**src/rtl/mdu_pkg.sv**
```systemverilog
// rtl/mdu_pkg.sv - shared MDU types for the iterative divider
package mdu_pkg;

    typedef enum logic [1:0] {
        DIV  = 2'b00,
        DIVU = 2'b01,
        REM  = 2'b10,
        REMU = 2'b11
    } div_type_e;

    typedef enum logic [1:0] {
        IDLE,
        CALC,
        DONE
    } div_state_e;

endpackage

```
**src/rtl/iter_divider_if.sv**
```systemverilog
// rtl/iter_divider_if.sv - request/result bundle between execute stage and divider
interface iter_divider_if #(
    parameter int XLEN = 32
);
    import mdu_pkg::*;

    logic [XLEN-1:0] divisor;
    logic [XLEN-1:0] dividend;
    logic            div_in_valid;
    div_type_e       div_type;
    logic            cpu_busy;
    logic [XLEN-1:0] div_out;
    logic            div_out_valid;
    logic            div_busy;

    modport master (
        output divisor, dividend, div_in_valid, div_type, cpu_busy,
        input  div_out, div_out_valid, div_busy
    );

    modport slave (
        input  divisor, dividend, div_in_valid, div_type, cpu_busy,
        output div_out, div_out_valid, div_busy
    );

endinterface

```
**src/rtl/div_step.sv**
```systemverilog
// rtl/div_step.sv - one combinational restoring-division iteration
module div_step #(
    parameter int XLEN = 32
) (
    input  logic [XLEN-1:0] rem_i,
    input  logic [XLEN-1:0] quo_i,
    input  logic [XLEN-1:0] dvsr_i,
    output logic [XLEN-1:0] rem_o,
    output logic [XLEN-1:0] quo_o
);

    logic [XLEN:0] shifted;
    logic          fits;

    // The shifted remainder needs one extra bit; once the trial subtract
    // succeeds the difference is below the divisor and fits in XLEN bits.
    always_comb begin
        shifted = {rem_i, quo_i[XLEN-1]};
        fits    = (shifted >= {1'b0, dvsr_i});
        rem_o   = fits ? (shifted[XLEN-1:0] - dvsr_i) : shifted[XLEN-1:0];
        quo_o   = {quo_i[XLEN-2:0], fits};
    end

endmodule

```
**src/rtl/iter_divider.sv**
```systemverilog
// rtl/iter_divider.sv - multi-cycle radix-2 restoring divider for DIV/DIVU/REM/REMU
module iter_divider
    import mdu_pkg::*;
#(
    parameter int XLEN      = 32,
    parameter bit EARLY_OUT = 1'b1
) (
    input  logic         clk,
    input  logic         rst,
    iter_divider_if.slave bus
);

    localparam int CW = $clog2(XLEN);
    localparam logic [XLEN-1:0] MIN_NEG = {1'b1, {(XLEN-1){1'b0}}};

    div_state_e      state_q, state_d;
    logic [CW-1:0]   cnt_q, cnt_d;
    logic [XLEN-1:0] rem_q, rem_d;
    logic [XLEN-1:0] quo_q, quo_d;
    logic [XLEN-1:0] dvsr_q, dvsr_d;
    logic [XLEN-1:0] res_q, res_d;
    logic            sel_rem_q, sel_rem_d;
    logic            qneg_q, qneg_d;
    logic            rneg_q, rneg_d;
    logic            spec_q, spec_d;
    logic [XLEN-1:0] out_q, out_d;
    logic            valid_q, valid_d;
    logic            busy_q, busy_d;

    logic            accept, is_signed, is_quo, div_zero, sovf, special;
    logic [XLEN-1:0] special_res, step_rem, step_quo, q_fix, r_fix;

    div_step #(.XLEN(XLEN)) u_step (
        .rem_i  (rem_q),
        .quo_i  (quo_q),
        .dvsr_i (dvsr_q),
        .rem_o  (step_rem),
        .quo_o  (step_quo)
    );

    // Divide-by-zero outranks signed overflow when both match.
    always_comb begin
        accept      = (state_q == IDLE) && bus.div_in_valid;
        is_signed   = (bus.div_type == DIV) || (bus.div_type == REM);
        is_quo      = (bus.div_type == DIV) || (bus.div_type == DIVU);
        div_zero    = (bus.divisor == '0);
        sovf        = is_signed && (bus.dividend == MIN_NEG) && (bus.divisor == '1);
        special     = div_zero || sovf;
        if (div_zero)
            special_res = is_quo ? '1 : bus.dividend;
        else
            special_res = is_quo ? bus.dividend : '0;
        q_fix = qneg_q ? -step_quo : step_quo;
        r_fix = rneg_q ? -step_rem : step_rem;
    end

    always_ff @(posedge clk or posedge rst) begin
        if (rst)
            state_q <= IDLE;
        else
            state_q <= state_d;
    end

    always_comb begin
        state_d = state_q;
        unique case (state_q)
            IDLE:    if (bus.div_in_valid) state_d = (special && EARLY_OUT) ? DONE : CALC;
            CALC:    if (cnt_q == '0) state_d = DONE;
            DONE:    if (!bus.cpu_busy) state_d = IDLE;
            default: state_d = IDLE;
        endcase
    end

    always_comb begin
        busy_d  = (state_q != IDLE);
        valid_d = (state_q == DONE);
        out_d   = valid_d ? res_q : '0;
    end

    // Operands are held as magnitudes; the minimum negative value negates
    // to itself, which is exactly its unsigned magnitude.
    always_comb begin
        cnt_d     = cnt_q;
        rem_d     = rem_q;
        quo_d     = quo_q;
        dvsr_d    = dvsr_q;
        res_d     = res_q;
        sel_rem_d = sel_rem_q;
        qneg_d    = qneg_q;
        rneg_d    = rneg_q;
        spec_d    = spec_q;
        if (accept) begin
            cnt_d     = CW'(XLEN - 1);
            rem_d     = '0;
            quo_d     = (is_signed && bus.dividend[XLEN-1]) ? -bus.dividend : bus.dividend;
            dvsr_d    = (is_signed && bus.divisor[XLEN-1])  ? -bus.divisor  : bus.divisor;
            res_d     = special ? special_res : '0;
            sel_rem_d = !is_quo;
            qneg_d    = is_signed && (bus.dividend[XLEN-1] ^ bus.divisor[XLEN-1]);
            rneg_d    = is_signed && bus.dividend[XLEN-1];
            spec_d    = special;
        end else if (state_q == CALC) begin
            cnt_d = cnt_q - CW'(1);
            rem_d = step_rem;
            quo_d = step_quo;
            if ((cnt_q == '0) && !spec_q)
                res_d = sel_rem_q ? r_fix : q_fix;
        end
    end

    always_ff @(posedge clk or posedge rst) begin
        if (rst) begin
            cnt_q     <= '0;
            rem_q     <= '0;
            quo_q     <= '0;
            dvsr_q    <= '0;
            res_q     <= '0;
            sel_rem_q <= 1'b0;
            qneg_q    <= 1'b0;
            rneg_q    <= 1'b0;
            spec_q    <= 1'b0;
            out_q     <= '0;
            valid_q   <= 1'b0;
            busy_q    <= 1'b0;
        end else begin
            cnt_q     <= cnt_d;
            rem_q     <= rem_d;
            quo_q     <= quo_d;
            dvsr_q    <= dvsr_d;
            res_q     <= res_d;
            sel_rem_q <= sel_rem_d;
            qneg_q    <= qneg_d;
            rneg_q    <= rneg_d;
            spec_q    <= spec_d;
            out_q     <= out_d;
            valid_q   <= valid_d;
            busy_q    <= busy_d;
        end
    end

    assign bus.div_out       = out_q;
    assign bus.div_out_valid = valid_q;
    assign bus.div_busy      = busy_q;

endmodule

```
**src/flat_wrapper.sv**
```systemverilog
// flat-port wrapper written by rule: the top's interface ports become plain ports
module iter_divider_flat import mdu_pkg::*;
#(
    parameter int XLEN      = 32,
    parameter bit EARLY_OUT = 1'b1
)
  (clk, rst, bus_divisor, bus_dividend, bus_div_in_valid, bus_div_type, bus_cpu_busy, bus_div_out, bus_div_out_valid, bus_div_busy);
  iter_divider_if #(.XLEN(XLEN)) bus_i ();
  input  logic clk;
  input  logic rst;
  input wire logic [$bits(bus_i.divisor)-1:0] bus_divisor;
  input wire logic [$bits(bus_i.dividend)-1:0] bus_dividend;
  input wire logic [$bits(bus_i.div_in_valid)-1:0] bus_div_in_valid;
  input wire logic [$bits(bus_i.div_type)-1:0] bus_div_type;
  input wire logic [$bits(bus_i.cpu_busy)-1:0] bus_cpu_busy;
  output wire logic [$bits(bus_i.div_out)-1:0] bus_div_out;
  output wire logic [$bits(bus_i.div_out_valid)-1:0] bus_div_out_valid;
  output wire logic [$bits(bus_i.div_busy)-1:0] bus_div_busy;
  assign bus_i.divisor = bus_divisor;
  assign bus_i.dividend = bus_dividend;
  assign bus_i.div_in_valid = bus_div_in_valid;
  assign bus_i.div_type = bus_div_type;
  assign bus_i.cpu_busy = bus_cpu_busy;
  assign bus_div_out = bus_i.div_out;
  assign bus_div_out_valid = bus_i.div_out_valid;
  assign bus_div_busy = bus_i.div_busy;
  iter_divider #(.XLEN(XLEN), .EARLY_OUT(EARLY_OUT)) u_core (.clk(clk), .rst(rst), .bus(bus_i));
endmodule
```
**config.mk**
```make
export PLATFORM = sky130hd
export DESIGN_NAME = iter_divider_flat
export DESIGN_NICKNAME = d
export VERILOG_FILES = /design/src/rtl/mdu_pkg.sv /design/src/rtl/iter_divider_if.sv /design/src/rtl/div_step.sv /design/src/rtl/iter_divider.sv /design/src/flat_wrapper.sv
export SDC_FILE = /design/constraint.sdc
export NUM_CORES = 1
export LEC_CHECK = 0
export CORE_MARGIN = 2
export CORE_UTILIZATION = 45
export DETAILED_ROUTE_END_ITERATION = 7
export REMOVE_ABC_BUFFERS = 1
export SYNTH_ARGS = -nofsm -noshare
export SYNTH_HDL_FRONTEND = slang
export SYNTH_HIERARCHICAL = 1
export SYNTH_SLANG_ARGS = --single-unit
export TNS_END_PERCENT = 30
```
**constraint.sdc**
```tcl
create_clock -name clk -period 6.1 [get_ports clk]
set_input_delay 0.61 -clock clk [delete_from_list [all_inputs] [get_ports clk]]
set_output_delay 0.61 -clock clk [all_outputs]
set_load 0.1 [all_outputs]
```
=== Word level (Yosys, flattened, before mapping) ===
Cells that the tools add are included.

* RAM bits: 0
* Flip-flop bits (word level): 173
* Word-level logic and storage cells: 76
* Bits of input ports: 70
* ROM bits: 0
* Output and inout port bits: 34
* Bits in latches: 0
* Memories kept: 0

* Bitwise logic cells: 1
* Div/mod/pow operators: 0
* Mux-type cells: 25
* Shift operators: 0
* Add/subtract/negate cells: 6
* Reduce and logical (&&, ||, !) cells: 21
* Multipliers: 0
* Equal/unequal tests: 9
* Magnitude comparators: 1

{| class="wikitable"
|+ Operators by type and width
! cell !! count
|-
| $mux 32 || 18
|-
| $neg 32->32 || 4
|-
| $eq 32x32->1 const B || 2
|-
| $ge 33x32->1 || 1
|-
| $logic_not 32->1 || 1
|-
| $sub 32x32->32 || 1
|-
| $mux 5 || 2
|-
| $mux 2 || 4
|-
| $logic_and 1x1->1 || 7
|-
| $pmux 2 s3 || 1
|-
| $reduce_bool 2->1 || 3
|-
| $logic_not 5->1 || 1
|-
| $sub 5x1->5 const B || 1
|-
| $eq 2x1->1 const B || 2
|-
| $eq 2x2->1 const B || 2
|-
| $logic_not 2->1 || 2
|-
| $ne 2x2->1 const B || 2
|-
| $logic_or 1x1->1 || 3
|-
| $reduce_and 3->1 || 1
|-
| $logic_not 1->1 || 2
|-
| $ne 2x1->1 const B || 1
|-
| $reduce_and 2->1 || 1
|-
| $xor 1x1->1 || 1
|}

=== Logic depth before layout (Yosys ltp) ===
* Depth in word-level cells: 8
* Depth in mapped cells: 23
* Mapped depth without buffers: 18

=== By module ===
Netlist, hierarchy kept.

{| class="wikitable"
|+ Modules (own cells, without submodules)
! module !! seq. area each (µm²) !! times used !! area an instance (µm²) !! cells each
|-
| iter_divider || 4,329.2 || 1 || 10,308.6 || 1,193
|-
| div_step || 0.0 || 1 || 2,606.2 || 356
|}

=== Worst setup path before layout ===
Ideal clock, no wire load.

* Path type: register to register
* Start point: register u_core.rem_q[13]
* End point: register u_core.res_q[28]
* Stages on the path, launching flop included: 19
* Setup time: 0.125 ns
* Arrival: 5.113 ns
* Slack: 0.861 ns
* Buffers on the path: 3
* Required time: 5.975 ns
* Path through: dfrtp_1 ha_1 a21oi_2 o211ai_1 a221o_1 o31ai_4 a21oi_2 o41ai_4 and2_1 buf_6 buf_12 mux2_4 or4_4 or4_4 buf_6 nor4_1 mux2_2 o221ai_1 nand2_1

* Word-level cells in the longest chain between the ends: 8

{| class="wikitable"
|+ RTL lines
! item !! line !! text
|-
| from (decl) || iter_divider.sv:18 || <nowiki>logic [XLEN-1:0] rem_q, rem_d;</nowiki>
|-
| from (signal assigned) || iter_divider.sv:127 || <nowiki>rem_q <= rem_d;</nowiki>
|-
| $ge 33x32->1 || div_step.sv:19 || <nowiki>fits = (shifted >= {1'b0, dvsr_i});</nowiki>
|-
| $mux 32 || div_step.sv:20 || <nowiki>rem_o = fits ? (shifted[XLEN-1:0] - dvsr_i) : shifted[XLEN-1:0];</nowiki>
|-
| named net u_core.step_rem[10] || iter_divider.sv:31 || <nowiki>logic [XLEN-1:0] special_res, step_rem, step_quo, q_fix, r_fix;</nowiki>
|-
| $neg 32->32 || iter_divider.sv:54 || <nowiki>r_fix = rneg_q ? -step_rem : step_rem;</nowiki>
|-
| $mux 32 || iter_divider.sv:54 ||
|-
| $mux 32 || iter_divider.sv:107 || <nowiki>res_d = sel_rem_q ? r_fix : q_fix;</nowiki>
|-
| $mux 32 || iter_divider.sv:106 || <nowiki>if ((cnt_q == '0) && !spec_q)</nowiki>
|-
| $mux 32 || iter_divider.sv:102 || <nowiki>end else if (state_q == CALC) begin</nowiki>
|-
| $mux 32 || iter_divider.sv:92 || <nowiki>if (accept) begin</nowiki>
|-
| to (signal assigned) || iter_divider.sv:130 || <nowiki>res_q <= res_d;</nowiki>
|-
| to (decl) || iter_divider.sv:21 || <nowiki>logic [XLEN-1:0] res_q, res_d;</nowiki>
|}

The timed path passes the listed nets, and every way through them passes these cells. The select of a mux whose other input is x is not followed.
A chain may end at the register's enable or synchronous reset.

=== Worst setup path in the final report ===
Ends and elaborated chain as after synthesis.

==> flow_metrics.tcl <==
set metrics [dict create \
    ios 104 \
    timing.hold.ws_ps 483 \
    r2r_start "u_core/rem_q[13]" \
    hp-start "u_core/res_q[30]" \
    grt_max_degree 94 \
    synth_top_cell_by_area "dfrtp_1" \
    synthTopCellsByCount "nand2_1 (238), dfrtp_1 (173), o21ai_0 (137)" \
    drt-total-wl_um 38800 \
    syn_area_mm2 0.0129 \
    path_max_fanout 20 \
    first_global_vias 11100 \
    cts_hold_buf 0 \
    cts.sinks 173 \
    startpoint "u_core/rem_q[13]" \
    endpoint_kind "flip-flop" \
    cts_tree "done" \
    hold_class "reg -> reg" \
    antenna_found_initial 1 \
    async_flop_share_pct 100 \
    drive_gt1_share_pct 7.44 \
    ant_nets 0 \
    core.rowCount 62 \
    cts_inserted_buffers 17 \
    drv_cap 0 \
    drc 0 \
    required_ps 6420 \
    synth_top_area_share_pct 33.5 \
    numPortBuffers 103 \
    drtIter0Drc 930 \
    period_share_pct 92.0 \
    dieArea_mm2 0.0301 \
    cts-root-buf "clkbuf_16" \
    grt_pass1_wl_um 61500 \
    vias 11600 \
    post-route-min-period_ps 5610 \
    routed_via_density 5.89 \
    yosys_warnings 6 \
    avgSynthCellArea_um2 8.34 \
    peakVddDrop_uv 282 \
    clock.fmax_mhz 178 \
    syn-instance-count 1549 \
    power_density_mw_per_mm2 642 \
    fin_util_pct 51.2 \
    dr_wl_met2_um 18000 \
    power.total_uw 9350 \
    maxUsedRoutingLayer "met4" \
    cts.path.max_buffers 2 \
    reg2reg_depth 18 \
    regToRegSetupSlack_ps 490 \
    firstDrtPassIters 5 \
    synthTopCellsByArea "dfrtp_1 (34%), nand2_1 (6.9%), xnor2_1 (6.2%)" \
    rr_endpoint "u_core/res_q[28]" \
    wl_met1_um 17300 \
    gp_congestion 0.907 \
    clk_latency_ps 450 \
    yosysUniqueCellTypes 84 \
    fillCellCount 2746 \
    clk_pin_slew_ps 80 \
    core_mm2 0.0285 \
    skew_ps 15.7 \
    arrival_ps 5930 \
    start_util_pct 45.4 \
    hold_violations 0 \
    ys.flop_type "dfrtp_1" \
    wl_met3_um 2290 \
    gr-total-overflow 0 \
    antennaDiodeCount 0 \
    area_growth_pct 12.8 \
    power.leakage_uw 0.00598 \
    start_kind "flip-flop" \
    grt_usage_pct 25.7 \
    htree_num_levels 4 \
    crit_end "u_core/res_q[28]" \
    synth-edff-count 0 \
    slew_violations 0 \
    tightestPinTransition_ps 1180 \
    finalSetupViolCount 0 \
    hpwlAfterDp_um 27500 \
    final_nets 1683 \
    rsz0062_at_grt "false" \
    ys_seq_elements 173 \
    status "complete, no violations" \
    die_h_um 173 \
    worstSetupPathType "reg -> reg" \
    setup_tns_ps 0 \
    relSlewSlack_pct 21.2 \
    die_width_um 173 \
    synth_most_common_cell "nand2_1" \
    seq_area_frac_synth_pct 33.5 \
    wl_per_cell_um 19.7 \
]
[area by class of cell]
type                    count  area (um^2)  area share, %
well taps                 384          480           3.30
clock buffers              17          425           2.92
clock inverters            15          168           1.15
multi-input cells        1196         7740           53.1
repair buffers            124         1190           8.16
inverters                  61          234           1.61
flip-flops and latches    173         4330           29.7
[critical path, cell delays in order (launching register included)]
cell and delay, ps:
dfrtp_1 410, ha_1 400, a21oi_2 240, o211ai_1 120, a221o_1 430, o31ai_4 320, a21oi_2 100, o41ai_4 300
and2_1 200, buf_4 310, o21ai_0 240, inv_1 120, ha_1 170, or3b_1 490, or4_4 670, nor4_1 320
mux2_2 380, o221ai_1 170, nand2_1 90
[kinds of logic after synthesis]
kind of cell    synth area share [%]
simple gates                    21.4
fa+ha+maj                       4.79
xor+xnor                        9.22
mux                             3.94
compound gates                  20.4
buf+inv                         6.75
flops                           33.5
[layout by cell type (no fill, tap or decap), drive strengths merged, types with 29 or more instances in the layout]
master	count
nor2	87
o21ai	140
xnor2	92
inv	70
nand2	238
o31ai	29
a21oi	82
and3	29
a31oi	32
ha	39
dfrtp	173
clkdlybuf4s50	103
xor2	44
nand3	35
and2	36
[registers in the layout, summed over array words and instances (netlist names), 2 cells and up]
signal,count
u_core/dvsr_q,32
u_core/rem_q,32
u_core/state_q,2
u_core/bus.div_out,32
u_core/res_q,32
u_core/cnt_q,5
u_core/quo_q,32
[layer usage]
metal | vias to the layer above | GRT usage, %
li1 | 5533 | -
met2 | 444 | 41.3
met4 | 0 | 9.96
met3 | 75 | 3.82
met1 | 5558 | 34.9
met5 | - | 0
[power breakdown]
part	switching [uW]	total (uW)	internal, uW
combinational	3660	6170	2510
clock	575	1130	555
sequential	464	2050	1590
[per-stage QoR]
stage	cells	instance area, um^2	setup WS, ps
6_report	1970	14600	488
5_1_grt	1970	14600	182
4_1_cts	1968	14600	209
3_5_place_dp	1936	14000	218
3_3_place_gp	1936	14000	429
2_1_floorplan	1430	12300	26.8
[worst min-delay path by stage]
stage,slack (ps),endpoint,cells after the start
after floorplan,450,u_core/bus.div_out[25],1
after global placement,460,u_core/dvsr_q[29],2
after detailed placement,470,u_core/bus.div_out[4],1
after CTS,490,u_core/bus.div_out[4],1
after global routing,500,u_core/bus.div_out[8],1
final,480,u_core/bus.div_out[30],1
[timing repair]
| item | in CTS | in global routing |
|---|---|---|
| setup endpoints to repair | 0 | 4 |
| gates resized for setup | 0 | 0 |
| setup buffers | 0 | 2 |
Power figures use the tool's default switching activity.
